`src/rtl/rf_read_arbiter.sv`:
```
// rf_read_arbiter: arbitrates NREQ requesters onto one shared register-file
// read port and registers the read data into a single response register.
//
// Optional build macro: RF_ARB_PRIO0_EN
//   undefined: round-robin over all requesters.
//   defined:   requester 0 has fixed priority (decode-stage read); the others
//              round-robin among themselves. Grants to requester 0 leave ptr
//              unchanged.
//
// Handshake: the response is a valid/ready channel. rsp_data and rsp_id are
// meaningful while rsp_valid is high. They hold steady until a cycle in which
// rsp_ready is high, and that cycle transfers the response. A new read is
// granted only when the response register is free or is being drained in
// the same cycle (!rsp_valid || rsp_ready). That allows one read per cycle
// back-to-back.
module rf_read_arbiter #(
  parameter int NREQ = 4,
  parameter int DW   = 32,
  localparam int IDW = $clog2(NREQ)
) (
  input  logic              clk,
  input  logic              reset,
  input  logic [NREQ-1:0]   req,
  input  logic [5*NREQ-1:0] req_addr,
  output logic [NREQ-1:0]   grant,
  output logic [4:0]        rf_sel,
  input  logic [DW-1:0]     rf_data,
  output logic              rsp_valid,
  input  logic              rsp_ready,
  output logic [DW-1:0]     rsp_data,
  output logic [IDW-1:0]    rsp_id,
  output logic [IDW-1:0]    dbg_ptr
);

  localparam logic [IDW:0]   NREQ_W = (IDW+1)'(NREQ);
  localparam logic [IDW-1:0] LAST   = IDW'(NREQ - 1);

  logic [IDW-1:0] ptr_q, ptr_d;
  logic           rsp_valid_q, rsp_valid_d;
  logic [DW-1:0]  rsp_data_q, rsp_data_d;
  logic [IDW-1:0] rsp_id_q, rsp_id_d;

  logic           can_accept;
  logic           prio0;
  logic           rr_found;
  logic [IDW-1:0] rr_idx;
  logic [IDW:0]   cand;
  logic           win_valid;
  logic [IDW-1:0] win_idx;
  logic           move_ptr;
  logic [NREQ-1:0] grant_d;
  logic [4:0]     rf_sel_d;

  // The response register can take a new read when it is empty or draining now.
  assign can_accept = !rsp_valid_q || rsp_ready;

  // Fixed-priority override for requester 0 when the priority build is selected.
`ifdef RF_ARB_PRIO0_EN
  assign prio0 = req[0];
`else
  assign prio0 = 1'b0;
`endif

  // Round-robin search: first asserted req starting at ptr, wrapping modulo NREQ.
  always_comb begin
    rr_found = 1'b0;
    rr_idx   = '0;
    cand     = '0;
    for (int k = 0; k < NREQ; k++) begin
      cand = {1'b0, ptr_q} + k[IDW:0];
      if (cand >= NREQ_W) cand = cand - NREQ_W;
      if (!rr_found && req[cand[IDW-1:0]]) begin
        rr_found = 1'b1;
        rr_idx   = cand[IDW-1:0];
      end
    end
  end

  // Pick the winner. Reset and a stalled response suppress any grant.
  always_comb begin
    win_valid = !reset && can_accept && (prio0 || rr_found);
    win_idx   = prio0 ? '0 : rr_idx;
    move_ptr  = win_valid && !prio0;
  end

  // One-hot grant and the matching address for the shared read mux.
  always_comb begin
    grant_d  = '0;
    rf_sel_d = '0;
    if (win_valid) grant_d[win_idx] = 1'b1;
    for (int i = 0; i < NREQ; i++) begin
      if (grant_d[i]) rf_sel_d = rf_sel_d | req_addr[5*i +: 5];
    end
  end

  assign grant  = grant_d;
  assign rf_sel = rf_sel_d;

  // Next pointer: one past the round-robin winner, wrapping at the last requester.
  always_comb begin
    ptr_d = ptr_q;
    if (move_ptr) ptr_d = (win_idx == LAST) ? '0 : win_idx + 1'b1;
  end

  // Response register next state: load on grant, clear valid on drain, else hold.
  always_comb begin
    rsp_valid_d = rsp_valid_q;
    rsp_data_d  = rsp_data_q;
    rsp_id_d    = rsp_id_q;
    if (win_valid) begin
      rsp_valid_d = 1'b1;
      rsp_data_d  = rf_data;
      rsp_id_d    = win_idx;
    end else if (rsp_valid_q && rsp_ready) begin
      rsp_valid_d = 1'b0;
    end
  end

  // State registers with synchronous active-high reset.
  always_ff @(posedge clk) begin
    if (reset) begin
      ptr_q       <= '0;
      rsp_valid_q <= 1'b0;
      rsp_data_q  <= '0;
      rsp_id_q    <= '0;
    end else begin
      ptr_q       <= ptr_d;
      rsp_valid_q <= rsp_valid_d;
      rsp_data_q  <= rsp_data_d;
      rsp_id_q    <= rsp_id_d;
    end
  end

  assign rsp_valid = rsp_valid_q;
  assign rsp_data  = rsp_data_q;
  assign rsp_id    = rsp_id_q;
  assign dbg_ptr   = ptr_q;

endmodule

```
`config.mk`:
```
export PLATFORM = sky130hd
export DESIGN_NAME = rf_read_arbiter
export DESIGN_NICKNAME = d
export VERILOG_FILES = /design/src/rtl/rf_read_arbiter.sv
export SDC_FILE = /design/constraint.sdc
export NUM_CORES = 1
export LEC_CHECK = 0
export CELL_PAD_IN_SITES_DETAIL_PLACEMENT = 0
export CELL_PAD_IN_SITES_GLOBAL_PLACEMENT = 2
export CORE_MARGIN = 2
export CORE_UTILIZATION = 20
export DETAILED_ROUTE_END_ITERATION = 6
export GPL_ROUTABILITY_DRIVEN = 0
export PLACE_DENSITY = 0.86
export SLEW_MARGIN = 25
export SYNTH_ARGS = -nofsm -noshare
export SYNTH_HDL_FRONTEND = slang
export SYNTH_SLANG_ARGS = --single-unit
```
`constraint.sdc`:
```
create_clock -name clk -period 2.5 [get_ports clk]
set_clock_uncertainty 0.05 [all_clocks]
set_input_delay 0.5 -clock clk [delete_from_list [all_inputs] [get_ports clk]]
set_output_delay 0.5 -clock clk [all_outputs]
set_load 0.02 [all_outputs]
```
==> results by group <==
Floorplan
  • Std-Cell Core Area: 0.00859 mm2
  • Initial core utilization: 20.4%
  • I/O pin count: 105
  • Die outline area: 0.00953 mm2
  • Width of the chip: 97.6 um
  • Cell row count: 34
  • Die height: 97.6 um

Synth
  • Synth Cell Area: 0.00175 mm2
  • Register area share after synthesis: 42.3%
  • Yosys warns: 0
  • Yosys top cell by area: sky130_fd_sc_hd__dfxtp_1
  • Synthesized flop and latch total: 37
  • Area share of the largest cell type after synthesis: 42.3%
  • Mapped Nets: 262
  • Netlist cell types: 28
  • Mean Syn Cell Area: 8.81 um2
  • Cell types with the largest area share after synthesis: sky130_fd_sc_hd__dfxtp_1 42%, sky130_fd_sc_hd__nand2b_1 12%, sky130_fd_sc_hd__o21ai_2 8.5%
  • Post-synthesis instance total: 199

Global routing
  • Overall global routing resource usage: 10.9%
  • Global-route wire length before repair: 8540 um
  • Congestion Overflow GR: 0
  • Initial antenna violation count: 0
  • Via count of the first global-routing pass: 1793
  • Pin count of the biggest net entering global routing: 71

Timing
  • Post-layout min period: 2.56 ns
  • Worst-Margin Slew: 0.753 ns
  • Unrepaired setup endpoints after global routing: yes
  • Slew HR: 49.8%
  • Final-report setup violation count: 4
  • Tcrit/Tclk final: 102%
  • Highest clock rate: 391 MHz
  • Worst hold margin: 0.420 ns
  • Max-slew violation total from the final report: 0
  • Final worst-path setup slack: -0.0565 ns
  • Setup TNS: -0.171 ns
  • Count of endpoints failing hold in the final timing report: 0

Power and ir drop
  • Cell leakage power: 1.22 nW
  • Total power density per cell area: 607 mW/mm2
  • Peak supply drop: 0.226 mV

Clocking
  • Root buf cell: sky130_fd_sc_hd__clkbuf_8
  • Worst-Skew Late Latency: 0.28 ns
  • CTS tree: built
  • Clock slew at the register clock pins of the worst setup and hold paths: 0.07 ns
  • Number of hold buffers added after cts: 0
  • Inserted Clock Buffers: 5
  • Sinks on Clock Net: 37
  • CTS max path bufs: 2
  • Number of levels in the clock H-tree: 2

Place
  • Worst setup slack after placement: -1.08 ns
  • Number of instances in the placed design: 412
  • Post-DP HPWL: 3660 um
  • Number of input and output port buffers inserted: 104

Setup path
  • Worst flop-to-flop path startpoint: rsp_valid
  • Kind of start point of the critical path: primary input
  • Worst Setup End Kind: output pin
  • Startpoint-to-endpoint class of the critical path: primary input to output pin
  • Data required time of the critical path: 1.95 ns
  • Critical path data arrival time: 2.01 ns
  • Maximum net fanout on the critical path: 6
  • Start point of the critical path: req[1]

Routing
  • 1st-iter DRT viols: 40
  • Routed len/inst: 12.8 um
  • Remaining design rule violation count: 0
  • Number of iterations in the first detailed-routing pass: 4
  • Via density per instance: 4.19
  • Antenna-violating nets left: 0
  • Final WL: 5440 um
  • Routed via count: 1785

Layout
  • Nets: 380
  • Area delta synth->final: 85.0%
  • Ratio of cells with drive above 1 in the final layout: 27.0%
  • Antenna diode count: 0
  • Number of standard cells in the layout, taps in and fillers out: 426

Min path
  • Worst hold path class: flop to flop
  • Launch instance of the worst min-delay path: rsp_data[27]

Status
  • Run status: finished, violations left
  • Violated checks: setup timing

Flow run
  • Max capacitance violation total: 0
per-stage QoR:
stage	util, %	power, mW	area [um2]
2_1_floorplan	-	1.00	1760
3_3_place_gp	34.2	1.31	2940
3_5_place_dp	34.2	1.31	2940
4_1_cts	36.3	1.92	3120
5_1_grt	37.7	2.08	3240
6_report	37.7	1.97	3240
critical path, stage by stage:
cell,delay [ns]
sky130_fd_sc_hd__buf_2,0.18
sky130_fd_sc_hd__nand2b_4,0.17
sky130_fd_sc_hd__a21oi_4,0.06
sky130_fd_sc_hd__nor4_4,0.24
sky130_fd_sc_hd__buf_6,0.18
sky130_fd_sc_hd__inv_6,0.04
sky130_fd_sc_hd__ha_4,0.18
sky130_fd_sc_hd__a22oi_2,0.19
sky130_fd_sc_hd__a21oi_1,0.09
sky130_fd_sc_hd__buf_4,0.17
sequential cells by signal, summed over array words and instances (netlist names):
register / count
rsp_data: 32
rsp_valid: 1
rsp_id: 2
dbg_ptr: 2
synthesized netlist by cell type:
cell type and n:
sky130_fd_sc_hd__a211oi_1 1, sky130_fd_sc_hd__a21o_1 1, sky130_fd_sc_hd__a21oi_1 8, sky130_fd_sc_hd__a22oi_1 10, sky130_fd_sc_hd__and2_1 4, sky130_fd_sc_hd__buf_2 1, sky130_fd_sc_hd__buf_6 7, sky130_fd_sc_hd__clkbuf_1 5
sky130_fd_sc_hd__dfxtp_1 37, sky130_fd_sc_hd__ha_1 4, sky130_fd_sc_hd__inv_1 3, sky130_fd_sc_hd__mux2i_1 1, sky130_fd_sc_hd__nand2_1 34, sky130_fd_sc_hd__nand2b_1 34, sky130_fd_sc_hd__nand3b_1 1, sky130_fd_sc_hd__nor2_1 3
sky130_fd_sc_hd__nor2b_1 2, sky130_fd_sc_hd__nor3_1 1, sky130_fd_sc_hd__nor3_2 1, sky130_fd_sc_hd__nor3b_1 2, sky130_fd_sc_hd__nor4_1 1, sky130_fd_sc_hd__nor4_4 1, sky130_fd_sc_hd__o21a_1 1, sky130_fd_sc_hd__o21ai_0 10
sky130_fd_sc_hd__o21ai_1 7, sky130_fd_sc_hd__o21ai_2 17, sky130_fd_sc_hd__o22ai_1 1, sky130_fd_sc_hd__or3_1 1
report_power, final:
part,internal [mW],switching (mW),total [mW]
Combinational,0.387,0.349,0.736
Sequential,0.651,0.0361,0.687
Clock,0.325,0.221,0.546
Total,1.36,0.606,1.97
layer usage:
metal / vias to the layer above / part of all wire, % / GRT usage [%]
met4: 0 / 0.88 / 3.21
li1: 907 / - / -
met5: - / 0 / 0
met1: 810 / 42 / 13.1
met2: 61 / 49 / 18.0
met3: 7 / 7.4 / 4.03
final timing paths:
check                       to  slack [ns]  cells after the start
setup / recovery     rf_sel[4]       -0.06                     10
hold / removal    rsp_data[27]        0.42                      2
setup reg to reg    dbg_ptr[0]        0.63                      6
hold reg to reg   rsp_data[27]        0.42                      2
kinds of logic (layout without fill, tap and decap cells):
family	count (synthesis)	count (layout)	share of synthesized area, %
buffers and inverters	16	135	6.50
muxes	1	1	0.571
AOI/OAI and AO/OA	56	56	21.6
and+or+nand+nor	85	85	26.3
DFF	37	37	42.3
adders and majority gates	4	4	2.86
area by class of cell:
cell class | count | area, um2
sequential | 37 | 748
fill | 891 | 5350
timing repair buffer | 124 | 1150
inverter | 3 | 16.3
clock buffer | 6 | 82.6
tap | 108 | 135
multi-input combinational | 146 | 1070
clock inverter | 2 | 37.5
repair_timing:
item	4_1_cts	5_1_grt
pin swaps	4	10
endpoints found under the setup margin	9	9
resized for setup	73	24
cloned	0	0
buffers inserted	2	4
placed cells by master, fill, tap and decap left out, types with 2 or more instances in the layout:
master	count
sky130_fd_sc_hd__clkdlybuf4s50_1	91
sky130_fd_sc_hd__dfxtp_1	35
sky130_fd_sc_hd__nand2b_1	33
sky130_fd_sc_hd__nand2_1	33
sky130_fd_sc_hd__buf_4	22
sky130_fd_sc_hd__o21ai_2	17
sky130_fd_sc_hd__a22oi_2	10
sky130_fd_sc_hd__o21ai_0	10
sky130_fd_sc_hd__buf_2	8
sky130_fd_sc_hd__o21ai_1	7
sky130_fd_sc_hd__clkbuf_8	6
sky130_fd_sc_hd__a21oi_1	5
sky130_fd_sc_hd__and2_1	4
sky130_fd_sc_hd__ha_4	4
sky130_fd_sc_hd__buf_6	3
sky130_fd_sc_hd__nor4_4	2
sky130_fd_sc_hd__inv_1	2
sky130_fd_sc_hd__nor2b_1	2
sky130_fd_sc_hd__a21oi_2	2
sky130_fd_sc_hd__nor2_1	2
sky130_fd_sc_hd__dfxtp_4	2
Power figures use the tool's default switching activity.
==> RTL change 1: new RTL, config.mk and constraints unchanged <==
Take the reset off `rsp_data_q` and load it in a clocked block of its own.
--- a/src/rtl/rf_read_arbiter.sv
+++ b/src/rtl/rf_read_arbiter.sv
@@ -121,14 +121,16 @@
     if (reset) begin
       ptr_q       <= '0;
       rsp_valid_q <= 1'b0;
-      rsp_data_q  <= '0;
       rsp_id_q    <= '0;
     end else begin
       ptr_q       <= ptr_d;
       rsp_valid_q <= rsp_valid_d;
-      rsp_data_q  <= rsp_data_d;
       rsp_id_q    <= rsp_id_d;
     end
+  end
+
+  always_ff @(posedge clk) begin
+    rsp_data_q <= rsp_data_d;
   end
 
   assign rsp_valid = rsp_valid_q;
Behaviour: differs if reset is asserted again (counterexample within 4 cycles, from zero or initial values and one cycle with reset high); with reset held inactive, the same outputs for 10 cycles.
==> RTL change 1 against the unedited design <==
  * Routed wire length fell by 25%
  * Setup slack improved by 130 ps
  * Sequential cell count did not move
  * Combinational power fell by 28%
  * Total power fell by 10%
  * Synthesized area fell by 17%
  * Design area fell by 6.8%
  * Die area fell by 16%
  * Critical endpoint is now grant[3]
  * Critical path type unchanged
  * Core utilization rose by 4.6 points
==> RTL change 1: results (changes against the unedited design) <==
status: completed
number of flip-flops in the largest register: 32 (unchanged)
Data arrival, critical path: 1870 ps (-140 ps)
Worst Tran Pin Value: 239 ps (-514 ps)
via count: 1278 (-28%)
Unique masters post-synth: 26 (-7.1%)
# fillers: 694 (-22%)
First-pass DRT Iterations: 2 (-2)
Signal buffers: 127 (+2.4%)
placed insts: 313 (-24%)
final std cells w/o fill: 326 (-23%)
clock buf count: 6 (unchanged)
Post-synth EDFFs: 32 (+32)
P_leak: 1.12 nW (-8.9%)
CTS root buffer: clkbuf_8
fraction of area in multi-input gates: 17.1% (-16 points)
DR WL met2: 2.22 mm (-17%)
largest net degree at the start of global routing: 20 (-72%)
Die X: 89.3 um (-8.5%)
clock network area share: 3.69% (-0.018 points)
DR WL/cell: 12.6 um (-1.4%)
Non-clock buffering overhead: 39.1% (+3.6 points)
Crit-path slowest cell: clkdlybuf4s50_1
Seq/Total Area, Yosys: 72.9% (+31 points)
placed inst area: 2750 um2 (-6.7%)
Pint: 1.31 mW (-3.6%)
Post-synth top cells: 32 x edfxtp_1, 10 x a22oi_1, 7 x a21oi_1
met2 GRT Util: 18.2% (+0.14 points)
drt initial violations: 22 (-45%)
wire length on met3: 312 um (-22%)
power consumption: 1.77 mW (-10%)
clk sink count: 37 (unchanged)
combinational fraction of design power: 29.8% (-7.6 points)
DP Wirelength: 3.16 mm (-14%)
non-clock inverter count: 5 (+2)
Seq area share: 35.3% (+12 points)
Final #Nets: 289 (-24%)
M1 GR Usage: 9.98% (-3.1 points)
Worst Reg2Reg Path Length in Cells: 4 (-2)
share of cells above drive strength 1: 32.2% (+5.1 points)
first-pass GRT wire length: 5.87 mm (-31%)
DR top layer: met4
GRT Total Usage: 9.78% (-1.1 points)
Avg Cell Area, Syn: 15.7 um2 (+78%)
synth top area cells: edfxtp_1 66%, dfxtp_1 6.9%, a22oi_1 5.2%, ha_1 3.4%, a21oi_1 2.4%
met3 GRT Util: 3.79% (-0.24 points)
multi-input gates: 50 (-66%)
metal1 wirelength: 1.51 mm (-35%)
sequential share of power: 41.9% (+7.0 points)
Syn Nets: 156 (-40%)
worst vdd ir: 0.240 mV (+6.2%)
area grow syn2layout: 107%
vias in the first global route: 1235 (-31%)
slowest stage delay, CP: 480 ps (+240 ps)
Placement Setup Slack: -916 ps (+164 ps)
[RTL change 1: cell types whose count changed after synthesis, sizes merged, moves of 3 or more]
cell	unedited run	this run
o21ai	34	1
nand2	34	3
nand2b	34	2
buf	8	1
edfxtp	0	32
clkbuf	5	0
o211ai	0	3
dfxtp	37	5
[RTL change 1: cell families after synthesis]
group,synth area share (%)
buffers and inverters,2.23
adders and majority gates,3.44
and+or+nand+nor,7.73
AOI/OAI and AO/OA,13.7
DFF,72.9
[RTL change 1: final timing paths]
check	from	to	slack [ps]
setup / recovery	rsp_ready	grant[3]	80
hold / removal	rsp_id[0]	rsp_id[0]	470
setup reg to reg	rsp_valid	rsp_data[25]	960
hold reg to reg	rsp_id[0]	rsp_id[0]	470
[RTL change 1: repair_timing]
action                                  in CTS  in global routing
endpoints found under the setup margin       9                  9
resized for setup                           66                 24
setup buffers                                2                  3
pin swaps                                    9                  8
[RTL change 1: critical path, delay by kind of cell]
family	cells	cell delay [ps]
buffers and inverters	3	830
and+or+nand+nor	3	540
==> RTL change 2: new RTL, config.mk and constraints unchanged <==
Made on the original files. Build with the macro `RF_ARB_PRIO0_EN` defined.
--- a/src/rtl/rf_read_arbiter.sv
+++ b/src/rtl/rf_read_arbiter.sv
@@ -13,6 +13,8 @@
 // granted only when the response register is free or is being drained in
 // the same cycle (!rsp_valid || rsp_ready). That allows one read per cycle
 // back-to-back.
+`define RF_ARB_PRIO0_EN
+
 module rf_read_arbiter #(
   parameter int NREQ = 4,
   parameter int DW   = 32,
Formal check against the unedited RTL: not equivalent (a bounded check fails within 4 cycles, from zero or initial values and one cycle with reset high).
==> RTL change 2 against the unedited design <==
  * Routed wire length increased by 16%
  * Setup slack gained 110 ps
  * Design area grew 7.9%
  * Sequential cell count is the same
  * Total power decreased by 13%
  * Sequential share of layout area is 1.8 points lower
  * Synthesized area increased by 14%
  * Clock power rose by 3%
==> RTL change 2: results (changes against the unedited design) <==
DP Wirelength: 4.50 mm (+23%)
largest net degree at the start of global routing: 38 (-46%)
Syn Nets: 272 (+3.8%)
asr flop ratio synth: 0% (unchanged)
Data arrival, critical path: 1890 ps (-120 ps)
worst min-delay path category: register to register
drt initial violations: 45 (+13%)
Post-synth top cells: 37 x dfxtp_1, 35 x o21ai_1, 30 x a21oi_2, 30 x nand3_2, 10 x a22oi_1
vias in the first global route: 2051 (+14%)
Unique masters post-synth: 29 (+3.6%)
share of cells above drive strength 1: 39.3% (+12 points)
clock transition at the registers of the reported paths: 80 ps
n_diodes: 0 (unchanged)
PortBufs: 104 (unchanged)
vias per inst: 4.34 (+3.6%)
worst vdd ir: 0.221 mV (-2.0%)
CTS Buf Count: 5 (unchanged)
Yosys warnings: 0 (unchanged)
Worst Tran Pin Value: 436 ps (-317 ps)
status: completed
post-synth top area cell: dfxtp_1
Max Cap Viol: 0 (unchanged)
sequential share of power: 38.3% (+3.4 points)
Final #Nets: 383 (+0.79%)
Pint: 1.22 mW (-11%)
CTS root buffer: clkbuf_8
synth top area cells: dfxtp_1 37%, nand3_2 15%, a21oi_2 13%, o21ai_1 8.8%, a22oi_1 3.8%
first-pass GRT wire length: 10.1 mm (+19%)
P_leak: 1.28 nW (+4.9%)
GRT Total Usage: 11.4% (+0.57 points)
# fillers: 1024 (+15%)
Seq/Total Area, Yosys: 37.1% (-5.2 points)
post-CTS setup buffers: 0 (-2)
Final Routed Wirelength: 6.33 mm (+16%)
## RTL change 2: changes by cell type after synthesis, moves of 3 or more
cell,delta
o21ai_0,-10
buf_2,+4
nand2b_1,-32
nand3_2,+30
nand2_1,-34
o21ai_1,+28
buf_1,+3
a21oi_2,+30
o21ai_2,-17
buf_4,+3
## RTL change 2: repair_timing
action | in CTS | in global routing
hold endpoints to repair | 0 | 0
gates resized for setup | 50 | 22
hold buffers | 0 | 0
endpoints found under the setup margin | 9 | 9
pin swaps | 0 | 8
## RTL change 2: cell type report
class                   instances  area [um2]  share of cell area [%]
clock buffers                   6        82.6                    2.36
flip-flops and latches         37         743                    21.2
repair buffers                126        1210                    34.5
clock inverters                 2        37.5                    1.07
well taps                     133         166                    4.76
multi-input cells             147        1250                    35.8
inverters                       3        11.3                   0.322
## RTL change 2: path summary, 6_finish.rpt
kind,startpoint,endpoint,slack (ps),cells after the start
min reg2reg,rsp_data[24],rsp_data[24],440,2
min,rsp_data[24],rsp_data[24],440,2
max reg2reg,dbg_ptr[1],dbg_ptr[0],880,8
max,rsp_ready,rf_sel[1],60,5
## RTL change 2: power groups by stage
stage | Clock, mW | Combinational, mW | Sequential (mW)
after floorplan | 0 | 0.173 | 0.712
after global placement | 0 | 0.473 | 0.666
after detailed placement | 0 | 0.474 | 0.665
after CTS | 0.586 | 0.479 | 0.653
after global routing | 0.608 | 0.527 | 0.659
final | 0.563 | 0.492 | 0.654
## RTL change 2: metal layers
metal	global-route usage [%]	wire [um]
met1	14.3	2870
met2	19.3	3030
met3	3.26	381
met4	2.90	47
met5	0	0
## RTL change 2: cells by family after synthesis
logic type      Yosys count  share of synthesized area (%)
simple gates             53                           22.1
compound gates           89                           30.4
flops                    37                           37.1
fa+ha+maj                 4                           2.50
buf+inv                  25                           7.45
mux                       1                          0.501
## RTL change 2: stage by stage
step / TNS [ps] / worst slack (ps) / utilization [%] / std cells / instance area, um2
final: 0 / 55.4 / 36.0 / 454 / 3500
after CTS: -4.15 / -4.15 / 35.2 / 454 / 3420
after global placement: -5910 / -717 / 33.6 / 446 / 3270
after global routing: -23.3 / -17.1 / 36.0 / 454 / 3500
after detailed placement: -6500 / -789 / 33.6 / 446 / 3270
after floorplan: 0 / 228 / - / 209 / 2000
## RTL change 2: critical path, cell delays in order
cell             delay [ps]
clkdlybuf4s50_1         530
nor2b_4                  70
or3_1                   460
a21oi_1                 170
buf_4                   160
